<file path="src/rtl/config_frame_pkg.sv">
// Shared types and default geometry for the configuration frame controller.
// No logic here. Timing and backpressure are defined by the modules that import it.
package config_frame_pkg;

    localparam int DEF_FRAME_BITS    = 32;
    localparam int DEF_NUM_FRAMES    = 20;
    localparam int DEF_ADDR_W        = 5;
    localparam int DEF_STROBE_CYCLES = 2;

    localparam logic [15:0] COUNT_MAX = 16'hFFFF;

    typedef enum logic [1:0] {
        IDLE,
        SETUP,
        STROBE,
        HOLD
    } state_t;

endpackage

</file>
<file path="src/rtl/config_frame_strobe_dec.sv">
// Decodes a frame address and an enable into a one-hot latch-enable vector.
// Combinational, with zero latency. There is no backpressure, and an out-of-range address decodes to all-zero.
module config_frame_strobe_dec #(
    parameter int NUM_FRAMES = 20,
    parameter int ADDR_W     = 5
) (
    input  logic [ADDR_W-1:0]     addr,
    input  logic                  en,
    output logic [NUM_FRAMES-1:0] strobe
);

    always_comb begin
        strobe = '0;
        for (int i = 0; i < NUM_FRAMES; i++) begin
            strobe[i] = en && (32'(addr) == i);
        end
    end

endmodule

</file>
<file path="src/rtl/config_frame_ctrl.sv">
// Writes one configuration frame per request: IDLE -> SETUP -> STROBE x STROBE_CYCLES -> HOLD.
// The strobe starts two cycles after accept. s_ready is high only in IDLE; CFG_PARITY_EN adds an s_parity check.
module config_frame_ctrl
    import config_frame_pkg::*;
#(
    parameter int FRAME_BITS    = DEF_FRAME_BITS,
    parameter int NUM_FRAMES    = DEF_NUM_FRAMES,
    parameter int ADDR_W        = DEF_ADDR_W,
    parameter int STROBE_CYCLES = DEF_STROBE_CYCLES
) (
    input  logic                  CLK,
    input  logic                  reset,
    input  logic                  s_valid,
    output logic                  s_ready,
    input  logic [ADDR_W-1:0]     s_addr,
    input  logic [FRAME_BITS-1:0] s_data,
`ifdef CFG_PARITY_EN
    input  logic                  s_parity,
`endif
    output logic [FRAME_BITS-1:0] FrameData,
    output logic [NUM_FRAMES-1:0] FrameStrobe,
    output logic                  busy,
    output logic [15:0]           frame_count,
    output logic                  err
);

    localparam int CNT_W = (STROBE_CYCLES > 1) ? $clog2(STROBE_CYCLES) : 1;
    localparam logic [CNT_W-1:0] CNT_LAST = CNT_W'(STROBE_CYCLES - 1);

    state_t                  state_q, state_d;
    logic [ADDR_W-1:0]       addr_q;
    logic [FRAME_BITS-1:0]   data_q;
    logic                    good_q;
    logic [CNT_W-1:0]        cnt_q;
    logic [NUM_FRAMES-1:0]   strobe_q, strobe_d;
    logic [15:0]             count_q;
    logic                    err_q;
    logic                    accept;
    logic                    frame_ok;
    logic                    strobe_en;

    assign s_ready     = (state_q == IDLE) && !reset;
    assign accept      = s_valid && s_ready;
    assign busy        = (state_q != IDLE);
    assign FrameData   = data_q;
    assign FrameStrobe = strobe_q;
    assign frame_count = count_q;
    assign err         = err_q;

    always_comb begin
        frame_ok = (32'(s_addr) < NUM_FRAMES);
`ifdef CFG_PARITY_EN
        if ((^s_data) != s_parity) begin
            frame_ok = 1'b0;
        end
`endif
    end

    always_comb begin
        state_d   = state_q;
        strobe_en = 1'b0;
        case (state_q)
            IDLE:   if (accept) state_d = SETUP;
            SETUP:  state_d = STROBE;
            STROBE: if (cnt_q == CNT_LAST) state_d = HOLD;
            HOLD:   state_d = IDLE;
            default: state_d = IDLE;
        endcase
        // The strobe is computed one cycle ahead so the output comes straight from a flop.
        strobe_en = (state_d == STROBE) && good_q;
    end

    config_frame_strobe_dec #(
        .NUM_FRAMES(NUM_FRAMES),
        .ADDR_W    (ADDR_W)
    ) u_dec (
        .addr  (addr_q),
        .en    (strobe_en),
        .strobe(strobe_d)
    );

    always_ff @(posedge CLK or posedge reset) begin
        if (reset) begin
            state_q <= IDLE;
        end else begin
            state_q <= state_d;
        end
    end

    always_ff @(posedge CLK or posedge reset) begin
        if (reset) begin
            addr_q   <= '0;
            data_q   <= '0;
            good_q   <= 1'b0;
            cnt_q    <= '0;
            strobe_q <= '0;
            count_q  <= '0;
            err_q    <= 1'b0;
        end else begin
            strobe_q <= strobe_d;
            if (accept) begin
                addr_q <= s_addr;
                data_q <= s_data;
                good_q <= frame_ok;
                if (!frame_ok) err_q <= 1'b1;
            end
            if (state_q == STROBE) begin
                cnt_q <= cnt_q + 1'b1;
            end else begin
                cnt_q <= '0;
            end
            if ((state_q == HOLD) && good_q && (count_q != COUNT_MAX)) begin
                count_q <= count_q + 16'd1;
            end
        end
    end

endmodule

</file>
<file path="config.mk">
export PLATFORM = sky130hd
export DESIGN_NAME = config_frame_ctrl
export DESIGN_NICKNAME = d
export VERILOG_FILES = /design/src/rtl/config_frame_pkg.sv /design/src/rtl/config_frame_strobe_dec.sv /design/src/rtl/config_frame_ctrl.sv
export SDC_FILE = /design/constraint.sdc
export NUM_CORES = 1
export LEC_CHECK = 0
export ABC_CLOCK_PERIOD_IN_PS = 2500
export CORE_ASPECT_RATIO = 1.1
export CORE_MARGIN = 4
export CORE_UTILIZATION = 35
export CTS_CLUSTER_DIAMETER = 40
export CTS_CLUSTER_SIZE = 10
export DETAILED_ROUTE_END_ITERATION = 16
export GPL_ROUTABILITY_DRIVEN = 0
export PLACE_DENSITY = 0.66
export SLEW_MARGIN = 40
export SYNTH_ARGS = -nofsm -noshare
export SYNTH_HDL_FRONTEND = slang
export SYNTH_SLANG_ARGS = --single-unit
</file>
<file path="constraint.sdc">
create_clock -name CLK -period 2.5 [get_ports CLK]
set_clock_uncertainty 0.05 [all_clocks]
set_input_delay 0.5 -clock CLK [delete_from_list [all_inputs] [get_ports CLK]]
set_output_delay 0.5 -clock CLK [all_outputs]
set_load 0.02 [all_outputs]
</file>
==> impl_metrics.env, run 1 <==
export IMPL_fmax_mhz=431
export IMPL_synthSimpleGateAreaFrac_pct=12.5
export IMPL_overflow=0
export IMPL_critical_path_class="reg -> out"
export IMPL_synth_area_leaders="dfrtp_1, mux2_2, xnor2_1, nor4_1, ha_1"
export IMPL_route_vias_total=2167
export IMPL_min_delay_start="cnt_q"
export IMPL_synth_compound_area_share_pct=2.43
export IMPL_final_common_cell="clkdlybuf4s50_1"
export IMPL_timing_rr_start="frame_count[8]"
export IMPL_min_path_type="reg -> reg"
export IMPL_syn_area_mm2=0.00310
export IMPL_cpMostUsedCell="inv_1"
export IMPL_finalSetupViolCount=0
export IMPL_crit_family="buffers and inverters"
export IMPL_grt_usage_pct=13.4
export IMPL_critPathMaxFanout=4
export IMPL_leakage_nw=1.92
export IMPL_final_util_pct=53.4
export IMPL_grt_max_degree=53
export IMPL_tritoncts="built"
export IMPL_grt_first_pass_wirelength_mm=11.1
export IMPL_ys_ff_latch=78
export IMPL_p_per_area_mw_per_mm2=1070
export IMPL_end_kind="output port"
export IMPL_crit_arrival_ns=1.77
export IMPL_die_area_mm2=0.0104
export IMPL_worstSkewPairLatency_ns=0.35
export IMPL_synth_area_per_cell_um2=13.7
export IMPL_antenna_found_initial=0
export IMPL_drive_gt1_share_pct=19.3
export IMPL_cts_buffer_depth=2
export IMPL_port_buffers=110
export IMPL_synth_mux_area_share_pct=13.9
export IMPL_firstDrtPassIters=4
export IMPL_cts_made_buffers=9
export IMPL_cp_start_kind="flop"
export IMPL_maxCapViolations=0
export IMPL_core_area_mm2=0.00850
export IMPL_most_common_layout_cells="clkdlybuf4s50_1, dfrtp_1, mux2_2"
export IMPL_synth_xor_area_share_pct=3.96
export IMPL_root_buffer="clkbuf_8"
export IMPL_pin_count=111
export IMPL_synth_cells=226
export IMPL_drcViolationCount=0
export IMPL_critical_path_slowest_cell="clkdlybuf4s50_1"
export IMPL_synth_area_leader_cell="dfrtp_1"
export IMPL_timing_final_crit_share_pct=92.8
export IMPL_synth_main_ff_cell="dfrtp_1"
export IMPL_layout_nets=388
export IMPL_slew_headroom_pct=51.9
export IMPL_num_rows=35
export IMPL_ir_worst_vdd_mv=0.552
export IMPL_drv_slew=0
export IMPL_initial_utilization_pct=36.4
export IMPL_setup_tns_ns=0
export IMPL_die_h_um=107
export IMPL_die_width_um=97.7
export IMPL_synthArstFlopShare_pct=100
export IMPL_path_buf_inv=3
export IMPL_via_per_inst=4.72
export IMPL_detail_route_wl_per_cell_um=14.4
export IMPL_worst_pin_slew_ns=0.712
export IMPL_antenna_left=0
export IMPL_hold_viol=0
export IMPL_netlist_area_leader_share_pct=63.1
export IMPL_syn_num_nets=271
export IMPL_fin_crit_ns=2.32
export IMPL_yosysWarnings=0
export IMPL_cpPeakStageDelay_ns=0.61
export IMPL_synth_edf_count=0
export IMPL_areaGrowthSynthToFinish_pct=46.5
export IMPL_crit_chain="inv_1, ha_1, inv_1, clkdlybuf4s50_1"
export IMPL_post_dp_hpwl_mm=4.94
export IMPL_h_tree_depth=3
export IMPL_rsz0062_at_grt="false"
export IMPL_wl_mm=6.63
export IMPL_grt_pass1_vias=2373
export IMPL_synth_fa_ha_area_share_pct=2.02
export IMPL_dr_first_iter_drc_count=31
export IMPL_startpoint="state_q[0]"
export IMPL_diodes=0
export IMPL_postCtsHoldBufs=0
export IMPL_ys_types=35
export IMPL_seq_area_frac_synth_pct=63.1
export IMPL_cp_required_ns=1.95
export IMPL_outcome="complete, no violations"
export IMPL_synth_top_family_by_area="multiplexers"
export IMPL_path_clk_slew_ns=0.09
export IMPL_clock_sinks=78
flip-flops by register name (all words and copies together) (netlist names):
| name | flops |
|---|---|
| FrameData | 32 |
| FrameStrobe | 20 |
| addr_q | 5 |
| cnt_q | 1 |
| err | 1 |
| frame_count | 16 |
| good_q | 1 |
| state_q | 2 |
worst paths after layout:
path / endpoint / slack, ns / cells after the start
max in group asynchronous: frame_count[3] / 1.43 / 3
max reg2reg: frame_count[1] / 0.46 / 4
min in group asynchronous: FrameData[14] / 0.44 / 2
min reg2reg: cnt_q / 0.39 / 1
max: busy / 0.18 / 4
min: cnt_q / 0.39 / 1
stage by stage:
stage	cell area, um^2	hold WS [ns]	power, mW	cells	setup slack (ns)
detailed placement	4340	0.364	3.99	443	0.201
global route	4540	0.420	5.15	459	0.0604
global placement	4340	0.365	3.96	443	0.243
finish	4540	0.388	4.83	459	0.181
CTS	4530	0.388	4.92	459	0.0600
floorplan	3100	0.345	3.03	226	0.451
repair_timing:
action | 4_1_cts | 5_1_grt
setup endpoints to repair | 0 | 1
buffers inserted | 0 | 0
resized for setup | 0 | 1
cell type report:
class,count,area [um^2]
repair buffers,114,1150
fillers,743,3960
clock buffers,9,124
inverters,7,30.0
clock inverters,7,65.1
multi-input cells,133,1080
flip-flops and latches,78,1950
well taps,111,139
kinds of logic (layout without fill, tap and decap cells):
family / Yosys count / in the layout
xor gates and xnor gates: 14 / 14
DFF: 78 / 78
buffers and inverters: 15 / 137
muxes: 38 / 38
adders and majority gates: 5 / 5
AOI/OAI and AO/OA: 9 / 9
and+or+nand+nor: 67 / 67
synth_stat cells (2+ instances only):
| library cell | count |
|---|---|
| a31oi_1 | 2 |
| and3_1 | 3 |
| buf_1 | 3 |
| clkbuf_1 | 3 |
| dfrtp_1 | 78 |
| ha_1 | 5 |
| inv_1 | 7 |
| mux2_2 | 37 |
| nand2_1 | 6 |
| nand2b_1 | 4 |
| nand3_1 | 5 |
| nand3b_1 | 2 |
| nand4_1 | 7 |
| nor2_1 | 6 |
| nor2b_1 | 2 |
| nor3_1 | 11 |
| nor4_1 | 11 |
| o21ai_0 | 3 |
| or2_2 | 3 |
| xnor2_1 | 11 |
| xor2_1 | 3 |
layer usage:
layer	global-route usage [%]	wire, um
met2	22.5	3340
met1	15.8	2760
met4	6.53	127
met3	3.84	395
met5	0	0
power breakdown:
group	internal [mW]	total [mW]	switching (mW)
Sequential	1.65	1.89	0.238
Clock	0.385	0.900	0.515
Combinational	1.03	2.04	1.01
Total	3.07	4.83	1.77
No activity file was read; power rests on OpenSTA's default activity.
==> run 2, diff against run 1 <==
--- a/config.mk
+++ b/config.mk
@@ -6,6 +6,7 @@
 export NUM_CORES = 1
 export LEC_CHECK = 0
 export ABC_CLOCK_PERIOD_IN_PS = 2500
+export CAP_MARGIN = 20
 export CORE_ASPECT_RATIO = 1.1
 export CORE_MARGIN = 4
 export CORE_UTILIZATION = 35
==> results of run 2 <==
No change in the layout: final DEF, timing and power equal those of run 1.
